$ cat src/rtl/mult_pkg.sv
// Shared defaults and FSM state encoding for the multiplier issue controller.
package mult_pkg;

    localparam int unsigned DEF_LENGTH  = 32;
    localparam int unsigned DEF_DEPTH   = 4;
    localparam int unsigned DEF_TIMEOUT = 64;

    typedef enum logic [2:0] {
        ST_IDLE      = 3'd0,
        ST_ISSUE     = 3'd1,
        ST_WAIT_BUSY = 3'd2,
        ST_WAIT_DONE = 3'd3,
        ST_HOLD      = 3'd4
    } state_e;

endpackage

$ cat src/rtl/mult_issue_ctrl_if.sv
// Operand input, multiplier and product output handshakes of the issue controller.
interface mult_issue_ctrl_if #(
    parameter int unsigned LENGTH = mult_pkg::DEF_LENGTH
);
    logic                  in_valid;
    logic                  in_ready;
    logic [LENGTH-1:0]     in_a;
    logic [LENGTH-1:0]     in_b;
    logic                  mul_start;
    logic                  mul_ready;
    logic [LENGTH-1:0]     mul_a;
    logic [LENGTH-1:0]     mul_b;
    logic [2*LENGTH-1:0]   mul_p;
    logic                  out_valid;
    logic                  out_ready;
    logic [2*LENGTH-1:0]   out_p;

    // Environment side: operand source, multiplier and product sink
    modport master (
        output in_valid, in_a, in_b, mul_ready, mul_p, out_ready,
        input  in_ready, mul_start, mul_a, mul_b, out_valid, out_p
    );

    modport slave (
        input  in_valid, in_a, in_b, mul_ready, mul_p, out_ready,
        output in_ready, mul_start, mul_a, mul_b, out_valid, out_p
    );
endinterface

$ cat src/rtl/mult_op_fifo.sv
// Synchronous operand FIFO with occupancy count; head is read combinationally.
module mult_op_fifo #(
    parameter int unsigned WIDTH = 64,
    parameter int unsigned DEPTH = 4
) (
    input  logic                   clock,
    input  logic                   reset,
    input  logic                   push,
    input  logic                   pop,
    input  logic [WIDTH-1:0]       wr_data,
    output logic [WIDTH-1:0]       rd_data,
    output logic [$clog2(DEPTH):0] count,
    output logic                   full,
    output logic                   empty
);
    localparam int unsigned AW = $clog2(DEPTH);
    localparam int unsigned CW = AW + 1;

    logic [WIDTH-1:0] mem [DEPTH];
    logic [AW-1:0]    wr_ptr;
    logic [AW-1:0]    rd_ptr;
    logic             do_push;
    logic             do_pop;

    assign full    = (count == CW'(DEPTH));
    assign empty   = (count == '0);
    assign do_push = push && !full;
    assign do_pop  = pop && !empty;
    assign rd_data = mem[rd_ptr];

    always_ff @(posedge clock) begin
        if (do_push) begin
            mem[wr_ptr] <= wr_data;
        end
    end

    // Power-of-two depth lets the pointers wrap naturally
    always_ff @(posedge clock) begin
        if (reset) begin
            wr_ptr <= '0;
            rd_ptr <= '0;
            count  <= '0;
        end else begin
            if (do_push) begin
                wr_ptr <= wr_ptr + AW'(1);
            end
            if (do_pop) begin
                rd_ptr <= rd_ptr + AW'(1);
            end
            case ({do_push, do_pop})
                2'b10:   count <= count + CW'(1);
                2'b01:   count <= count - CW'(1);
                default: count <= count;
            endcase
        end
    end
endmodule

$ cat src/rtl/mult_issue_ctrl.sv
// Feeds buffered operand pairs to the iterative multiplier and returns products downstream,
// with a watchdog that drops any operation the multiplier fails to finish.
module mult_issue_ctrl
    import mult_pkg::*;
#(
    parameter int unsigned LENGTH  = DEF_LENGTH,
    parameter int unsigned DEPTH   = DEF_DEPTH,
    parameter int unsigned TIMEOUT = DEF_TIMEOUT
) (
    input  logic                   clock,
    input  logic                   reset,
    mult_issue_ctrl_if.slave       bus,
    output logic                   timeout_err,
    output logic [$clog2(DEPTH):0] fifo_count
);
    localparam int unsigned PW   = 2 * LENGTH;
    localparam int unsigned WD_W = $clog2(TIMEOUT) + 1;

    state_e            state;
    logic [WD_W-1:0]   wd_cnt;
    logic [PW-1:0]     head;
    logic              fifo_full;
    logic              fifo_empty;
    logic              fifo_push;
    logic              fifo_pop;

    assign bus.in_ready = !reset && !fifo_full;
    assign fifo_push    = bus.in_valid && bus.in_ready;
    // Head leaves the FIFO on the edge that moves IDLE into ISSUE
    assign fifo_pop     = (state == ST_IDLE) && !fifo_empty && bus.mul_ready;

    mult_op_fifo #(
        .WIDTH (PW),
        .DEPTH (DEPTH)
    ) u_fifo (
        .clock   (clock),
        .reset   (reset),
        .push    (fifo_push),
        .pop     (fifo_pop),
        .wr_data ({bus.in_a, bus.in_b}),
        .rd_data (head),
        .count   (fifo_count),
        .full    (fifo_full),
        .empty   (fifo_empty)
    );

    always_ff @(posedge clock) begin
        if (reset) begin
            state         <= ST_IDLE;
            wd_cnt        <= '0;
            bus.mul_start <= 1'b0;
            bus.mul_a     <= '0;
            bus.mul_b     <= '0;
            bus.out_valid <= 1'b0;
            bus.out_p     <= '0;
            timeout_err   <= 1'b0;
        end else begin
            bus.mul_start <= 1'b0;
            case (state)
                ST_IDLE: begin
                    if (fifo_pop) begin
                        {bus.mul_a, bus.mul_b} <= head;
                        bus.mul_start          <= 1'b1;
                        state                  <= ST_ISSUE;
                    end
                end
                ST_ISSUE: begin
                    wd_cnt <= '0;
                    state  <= ST_WAIT_BUSY;
                end
                ST_WAIT_BUSY, ST_WAIT_DONE: begin
                    // A completing product wins over an expiring watchdog in the same cycle
                    if (state == ST_WAIT_DONE && bus.mul_ready) begin
                        bus.out_p     <= bus.mul_p;
                        bus.out_valid <= 1'b1;
                        state         <= ST_HOLD;
                    end else if (wd_cnt == WD_W'(TIMEOUT - 1)) begin
                        timeout_err <= 1'b1;
                        state       <= ST_IDLE;
                    end else begin
                        wd_cnt <= wd_cnt + WD_W'(1);
                        if (state == ST_WAIT_BUSY && !bus.mul_ready) begin
                            state <= ST_WAIT_DONE;
                        end
                    end
                end
                ST_HOLD: begin
                    if (bus.out_ready) begin
                        bus.out_valid <= 1'b0;
                        state         <= ST_IDLE;
                    end
                end
                default: state <= ST_IDLE;
            endcase
        end
    end
endmodule

$ cat src/flat_wrapper.sv
// flat-port wrapper written by rule: the top's interface ports become plain ports
module mult_issue_ctrl_flat import mult_pkg::*;
#(
    parameter int unsigned LENGTH  = DEF_LENGTH,
    parameter int unsigned DEPTH   = DEF_DEPTH,
    parameter int unsigned TIMEOUT = DEF_TIMEOUT
)
  (clock, reset, timeout_err, fifo_count, bus_in_valid, bus_in_a, bus_in_b, bus_mul_ready, bus_mul_p, bus_out_ready, bus_in_ready, bus_mul_start, bus_mul_a, bus_mul_b, bus_out_valid, bus_out_p);
  mult_issue_ctrl_if #(.LENGTH(LENGTH)) bus_i ();
  input  logic clock;
  input  logic reset;
  output logic timeout_err;
  output logic [$clog2(DEPTH):0] fifo_count;
  input wire logic [$bits(bus_i.in_valid)-1:0] bus_in_valid;
  input wire logic [$bits(bus_i.in_a)-1:0] bus_in_a;
  input wire logic [$bits(bus_i.in_b)-1:0] bus_in_b;
  input wire logic [$bits(bus_i.mul_ready)-1:0] bus_mul_ready;
  input wire logic [$bits(bus_i.mul_p)-1:0] bus_mul_p;
  input wire logic [$bits(bus_i.out_ready)-1:0] bus_out_ready;
  output wire logic [$bits(bus_i.in_ready)-1:0] bus_in_ready;
  output wire logic [$bits(bus_i.mul_start)-1:0] bus_mul_start;
  output wire logic [$bits(bus_i.mul_a)-1:0] bus_mul_a;
  output wire logic [$bits(bus_i.mul_b)-1:0] bus_mul_b;
  output wire logic [$bits(bus_i.out_valid)-1:0] bus_out_valid;
  output wire logic [$bits(bus_i.out_p)-1:0] bus_out_p;
  assign bus_i.in_valid = bus_in_valid;
  assign bus_i.in_a = bus_in_a;
  assign bus_i.in_b = bus_in_b;
  assign bus_i.mul_ready = bus_mul_ready;
  assign bus_i.mul_p = bus_mul_p;
  assign bus_i.out_ready = bus_out_ready;
  assign bus_in_ready = bus_i.in_ready;
  assign bus_mul_start = bus_i.mul_start;
  assign bus_mul_a = bus_i.mul_a;
  assign bus_mul_b = bus_i.mul_b;
  assign bus_out_valid = bus_i.out_valid;
  assign bus_out_p = bus_i.out_p;
  mult_issue_ctrl #(.LENGTH(LENGTH), .DEPTH(DEPTH), .TIMEOUT(TIMEOUT)) u_core (.clock(clock), .reset(reset), .bus(bus_i), .timeout_err(timeout_err), .fifo_count(fifo_count));
endmodule
$ cat config.mk
export PLATFORM = sky130hd
export DESIGN_NAME = mult_issue_ctrl_flat
export DESIGN_NICKNAME = d
export VERILOG_FILES = /design/src/rtl/mult_pkg.sv /design/src/rtl/mult_issue_ctrl_if.sv /design/src/rtl/mult_op_fifo.sv /design/src/rtl/mult_issue_ctrl.sv /design/src/flat_wrapper.sv
export SDC_FILE = /design/constraint.sdc
export NUM_CORES = 1
export LEC_CHECK = 0
export ABC_AREA = 1
export CAP_MARGIN = 25
export CORE_MARGIN = 5
export CORE_UTILIZATION = 48
export DETAILED_ROUTE_END_ITERATION = 16
export GPL_ROUTABILITY_DRIVEN = 0
export GPL_TIMING_DRIVEN = 0
export MAX_ROUTING_LAYER = met4
export PLACE_DENSITY_LB_ADDON = 0.25
export SLEW_MARGIN = 10
export SYNTH_ARGS = -nofsm -noshare
export SYNTH_HDL_FRONTEND = slang
export SYNTH_SLANG_ARGS = --single-unit
$ cat constraint.sdc
create_clock -name clock -period 5.2 [get_ports clock]
set_clock_uncertainty 0.05 [all_clocks]
set_input_delay 1.3 -clock clock [delete_from_list [all_inputs] [get_ports clock]]
set_output_delay 1.3 -clock clock [all_outputs]
set_load 0.05 [all_outputs]
==> flow_summary.json <==
{
  "synthArstFlopShare": 0,
  "drt_iter0_drc": 885,
  "boundaryPins": 268,
  "drive_above_1_share": 0.137,
  "dr_total_vias": 11200,
  "syn2layout_area_growth_pct": 30.9,
  "cp-start-kind": "input pin",
  "gr-usage-all-layers": 0.230,
  "ir_drop_v": 0.000291,
  "avgSynthCellArea_um2": 11.4,
  "h-tree-depth": 2,
  "clk_pin_slew_worst_paths_ns": 0.06,
  "holdWs_ns": 0.416,
  "hold_class": "flop to flop",
  "p_per_area_nw_per_um2": 440,
  "synth_area_leaders": "edfxtp_1 (50%), dfxtp_1 (19%), nor2_1 (6.9%)",
  "finalSetupTns_ns": 0,
  "grt_first_pass_wirelength_um": 63100,
  "synth_cell_types": 27,
  "totalWireLength_um": 40800,
  "overflow": 0,
  "cts_tree": "built",
  "start_util": 0.486,
  "synthesis.area_um2": 15300,
  "synth_largest_area_cell": "edfxtp_1",
  "die_w_um": 189,
  "fmax_mhz": 245,
  "outcome": "completed",
  "die-area_um2": 35500,
  "power.leakage_nw": 6.88,
  "placed_area_um2": 18700,
  "post_drt_wl_per_cell_um": 19.4,
  "clk_latency_ns": 0.53,
  "grt_max_degree": 27,
  "ys_ff_latch": 404,
  "rsz0062_at_grt": "no",
  "vias_per_cell": 5.34,
  "ant_nets": 0,
  "drc": 0,
  "post-route-period-util": 0.786,
  "cp-end-kind": "primary output",
  "layout_min_cycle_time_ns": 4.09,
  "cts_resized": 0,
  "crit_path_max_fanout": 9,
  "antenna_found_initial": 7,
  "setup-violations-final": 0,
  "clk_root_buffer_cell": "clkbuf_16",
  "io_buffers": 266,
  "slew_viol_final": 0,
  "hpwl_um": 27300,
  "synth_seq_area_share": 0.696,
  "maxCapViolations": 0,
  "rows": 65,
  "worst_ep_required_time_ns": 3.85,
  "slew_headroom": 0.441,
  "yosys_most_used_dff": "edfxtp_1",
  "tightest_slew_ns": 0.836,
  "synth_edf_count": 256,
  "cp_data_arrival_time_ns": 2.74,
  "cts_hold_buf": 0,
  "synth_top_area_frac": 0.503,
  "cts_buffer_depth": 3,
  "final_core_util": 0.636,
  "yosysWarnings": 0,
  "timing_worst_setup_path_type": "input pin to primary output",
  "grt_pass1_vias": 11700,
  "final_hold_viol_count": 0,
  "final_area_um2": 20000,
  "dieHeight_um": 189,
  "cts.sinks": 404,
  "post_cts_buffers": 0,
  "total_power_mw": 8.81,
  "nets": 1796,
  "numCtsBuffers": 40,
  "synth_nets": 1480,
  "synthCells": 1340,
  "drt_pass1_iterations": 5,
  "core_um2": 31500
}
-- where the power goes --
group          internal [mW]  total (mW)  switching (mW)
Combinational          0.687        2.12            1.43
Sequential              3.64        3.77           0.126
Clock                   1.72        2.92            1.21
Total                   6.04        8.81            2.76
-- through the flow --
| step | std cells | setup WS [ns] |
|---|---|---|
| 2_1_floorplan | 1340 | -0.755 |
| 3_3_place_gp | 2008 | -2.48 |
| 3_5_place_dp | 2016 | 1.06 |
| 4_1_cts | 2090 | 1.05 |
| 5_1_grt | 2097 | 1.06 |
| 6_report | 2098 | 1.11 |
-- cells by family (layout without fill, tap and decap cells) --
logic type / after synthesis / count (layout) / synth area share
adders and majority gates: 7 / 7 / 0.00622
DFF: 404 / 404 / 0.696
and+or+nand+nor: 466 / 466 / 0.127
buffers and inverters: 116 / 464 / 0.0393
other: 0 / 8 / 0
AOI/OAI and AO/OA: 347 / 347 / 0.131
-- flip-flops by register name, indices dropped and copies added, names as in the netlist --
register and cells:
u_core.bus.mul_a 32, u_core.bus.mul_b 32, u_core.bus.mul_start 1, u_core.bus.out_p 64, u_core.bus.out_valid 1, u_core.state 3, u_core.timeout_err 1, u_core.u_fifo.count 3
u_core.u_fifo.mem 256, u_core.u_fifo.rd_ptr 2, u_core.u_fifo.wr_ptr 2, u_core.wd_cnt 7
-- critical path: stages --
cell and delay, ns:
clkbuf_1 0.27, a21oi_1 0.28, clkdlybuf4s50_1 0.87
-- Yosys cell counts, types with 5 or more instances --
cell type  number
o21ai_0       135
buf_12          5
buf_6           6
a21oi_2        50
o21ai_1        68
inv_1          27
o22ai_1        64
nand2_2        53
edfxtp_1      256
nor2_1        283
dfxtp_1       148
buf_2          29
ha_1            6
nand3_1        18
clkbuf_1       39
nand2_1       106
a21oi_1        29
-- area by class of cell --
| cell class | count | area (um2) |
|---|---|---|
| clock buffer | 56 | 1150 |
| inverter | 31 | 116 |
| timing repair buffer | 274 | 2820 |
| fill | 2453 | 11400 |
| sequential | 404 | 10700 |
| tap | 402 | 503 |
| clock inverter | 18 | 205 |
| multi-input combinational | 820 | 4080 |
| antenna | 8 | 20.0 |
| buffer | 85 | 484 |
-- cell usage in the layout (no fill, tap or decap), types with 2 or more instances in the layout --
master	count
clkbuf_8	7
clkinvlp_4	3
nand3_2	2
ha_1	6
inv_1	27
clkbuf_1	47
edfxtp_1	256
bufinv_16	3
a21oi_1	29
clkbuf_2	2
a21oi_2	50
nand2_1	106
buf_12	13
diode_2	8
nand3_1	18
clkbuf_16	41
o21ai_0	135
clkdlybuf4s50_1	266
inv_2	4
o21ai_1	68
buf_6	6
nor2_4	4
o22ai_1	64
clkinv_2	7
nor2_1	279
dfxtp_1	148
buf_2	29
nand2_2	53
buf_1	4
inv_16	2
-- path summary, 6_finish.rpt --
kind                                      startpoint                     end  slack [ns]  cells after the start
worst max-delay path                           reset            bus_in_ready        1.11                      3
worst min register to register  u_core.bus.out_p[56]    u_core.bus.out_p[56]        0.42                      2
worst max register to register       u_core.state[0]  u_core.u_fifo.count[2]        2.59                     12
worst min-delay path            u_core.bus.out_p[56]    u_core.bus.out_p[56]        0.42                      2
-- metal layers --
layer | share of wire | global-route usage | vias up | routed length, um
li1 | - | - | 5322 | -
met1 | 0.42 | 0.280 | 5372 | 17000
met2 | 0.48 | 0.387 | 437 | 19600
met3 | 0.071 | 0.0489 | 81 | 2890
met4 | 0.030 | 0.0760 | 0 | 1230
met5 | 0 | - | - | 0
No activity file was read; power rests on OpenSTA's default activity.
==> patch, RTL diff (same settings) <==
Encoding of `state_e`: now Gray code (3 bits for 5 states).
--- a/src/rtl/mult_pkg.sv
+++ b/src/rtl/mult_pkg.sv
@@ -8,7 +8,7 @@
     typedef enum logic [2:0] {
-        ST_IDLE      = 3'd0,
-        ST_ISSUE     = 3'd1,
-        ST_WAIT_BUSY = 3'd2,
-        ST_WAIT_DONE = 3'd3,
-        ST_HOLD      = 3'd4
+        ST_IDLE      = 3'b000,
+        ST_ISSUE     = 3'b001,
+        ST_WAIT_BUSY = 3'b011,
+        ST_WAIT_DONE = 3'b010,
+        ST_HOLD      = 3'b110
     } state_e;
Formal check against the unedited RTL: same outputs for any inputs over 4 cycles, from zero or initial values and one cycle with reset high; so few cycles prove little.
==> patch against the unedited design <==
Hold slack got worse by 16 ps. Final cell count fell by 0.38%. Wire length fell by 2.2%. Cell area fell by 1.4%. Sequential cell count did not move. Count of clock-buffer cells in the layout rose by 1. Utilization rose by 0.73 points. Setup slack got worse by 140 ps. Synthesized area fell by 2.2%. Total power rose by 3.6%. Via count fell by 1.4%.
==> patch: results (changes against the unedited design) <==
* Endpoint of the worst-slack reg-to-reg timing path: u_core.u_fifo.mem[3][15]$_DFFE_PP_
* Clock Latency Late Sink at 540 ps
* Top cells by area in the synthesized netlist: edfxtp_1 (51%), dfxtp_1 (20%), nor2_1 (10%)
* Proportion of register bits with asynchronous set or reset after synthesis at 0 (unchanged)
* Cell with the most instances after synthesis: nor2_1
* Clock slew at reported path FFs at 60 ps (about the same)
* All-Layer GR Usage at 0.2280 (-0.002217)
* Register bank with the most flops: u_core.u_fifo.mem
* Count of synthesis-stage warnings from yosys at 0 (unchanged)
* Fraction of the yosys area taken by sequential cells at 0.7122 (+0.01596)
* Count of cells resized by post-cts repair at 0 (unchanged)
* Number of instances in the placed design at 2012 (-0.20%)
* Number of buffers inserted by post-CTS setup repair at 0 (unchanged)
* Count of distinct cell types in the synthesized netlist at 26 (-3.7%)
* Maximum buffer depth of the clock tree at 3 (unchanged)
* EDFF count, synth at 256 (unchanged)
* Leakage Power at 6.999 nW (+1.7%)
* Fraction of layout cells with a size suffix above 1 at 0.07988 (-0.05697)
* Total detailed-routing wirelength at 39860 um (-2.2%)
* CP arrival at 2880 ps (+140 ps)
* Wire length of the first global-routing pass at 61800 um (-2.1%)
* Worst slew margin at 0.3372 (-0.1041)
* Maximum number of pins on one net before global-route repair at 27 (unchanged)
* Logic depth of the worst register-to-register path at 7 (-5)
* Post-detail-place hpwl at 26970 um (-1.1%)
* # fillers at 2380 (-3.0%)
* Launch point of the worst path: reset
* Outcome: finished, final reports clean
* Clock buffer count from CTS at 41 (+2.5%)
* Initial DRT Pass Iterations at 5 (unchanged)
* Most instantiated flip-flop cell in the synthesis netlist: edfxtp_1
* CP Max Fanout at 3 (-6)
* I/O Buffers at 267 (+0.38%)
* Reg2Reg Launch Point: u_core.u_fifo.count[1]$_SDFFE_PP0P_
* Hold-critical path depth at 2 (unchanged)
* First DRT Iteration DRCs at 748 (-15%)
* Critical Path End: bus_in_ready
* Worst supply voltage drop on vdd at 0.3048 mV (+4.8%)
* Number of instances in the synthesized netlist at 1339 (-0.075%)
* Via count at 11054 (-1.4%)
* Initial antenna violation count at 4 (-3)
* Largest registers: u_core.u_fifo.mem x256, u_core.bus.out_p x64
* CTS Root Cell: clkbuf_16
* Net count of the finished layout at 1799 (+0.17%)
* H-Tree Level Count at 2 (unchanged)
* Path category of the worst min-delay check: reg -> reg
* Synthesized netlist net count at 1479 (-0.068%)
* Worst R2R Setup Slack at 2540 ps (-50 ps)
* Via density per instance at 5.289 (-1.0%)
* Commonest cells post-synth: nor2_1 (415), edfxtp_1 (256), o21ai_0 (230)
-- patch: metal layers --
| metal | vias up | global-route usage | part of all wire |
|---|---|---|---|
| met3 | 51 | 0.04596 | 0.067 |
| met5 | - | - | 0 |
| met1 | 5275 | 0.2851 | 0.42 |
| met4 | 0 | 0.05409 | 0.018 |
| met2 | 409 | 0.3861 | 0.50 |
| li1 | 5319 | - | - |
-- patch: kinds of logic after synthesis --
logic type,share of synthesized area
buffers and inverters,0.03891
AND/OR/NAND/NOR,0.1204
flip-flops,0.7122
AO/OA/AOI/OAI,0.1221
adder cells (fa/ha/maj),0.006359
-- patch: critical path, cell delays in order --
cell	delay, ps
clkdlybuf4s50_1	440
a21oi_1	240
clkdlybuf4s50_1	890
-- patch: layout make-up --
| cell class | instances | share of cell area |
|---|---|---|
| clock buffer | 57 | 0.05977 |
| inverter | 31 | 0.006021 |
| timing repair buffer | 277 | 0.1478 |
| clock inverter | 17 | 0.007859 |
| buffer | 85 | 0.02345 |
| tap | 396 | 0.02510 |
| antenna | 4 | 0.0005070 |
| sequential | 404 | 0.5395 |
| multi-input combinational | 819 | 0.1900 |
-- patch: worst min path at each step --
stage,start,endpoint,slack (ps)
floorplan,u_core.wd_cnt[6]$_SDFFE_PP0P_,u_core.wd_cnt[6]$_SDFFE_PP0P_,370
global route,u_core.wd_cnt[6]$_SDFFE_PP0P_,u_core.wd_cnt[6]$_SDFFE_PP0P_,440
finish,u_core.wd_cnt[6]$_SDFFE_PP0P_,u_core.wd_cnt[6]$_SDFFE_PP0P_,400
CTS,u_core.wd_cnt[6]$_SDFFE_PP0P_,u_core.wd_cnt[6]$_SDFFE_PP0P_,400
detailed placement,u_core.wd_cnt[6]$_SDFFE_PP0P_,u_core.wd_cnt[6]$_SDFFE_PP0P_,390
global placement,u_core.wd_cnt[6]$_SDFFE_PP0P_,u_core.wd_cnt[6]$_SDFFE_PP0P_,390
-- patch: per-stage QoR --
step,cell area (um^2),setup slack [ps]
after CTS,19730,954.3
after detailed placement,18400,957.0
after global placement,18120,-2676
final,19740,969.1
after floorplan,14950,-578.7
after global routing,19740,885.3
-- patch: power breakdown --
part	total, mW	internal [mW]	leakage (nW)	switching [mW]
registers	3.86	3.69	3.53	0.160
clock network	2.89	1.69	0.654	1.20
logic	2.38	0.785	2.82	1.59
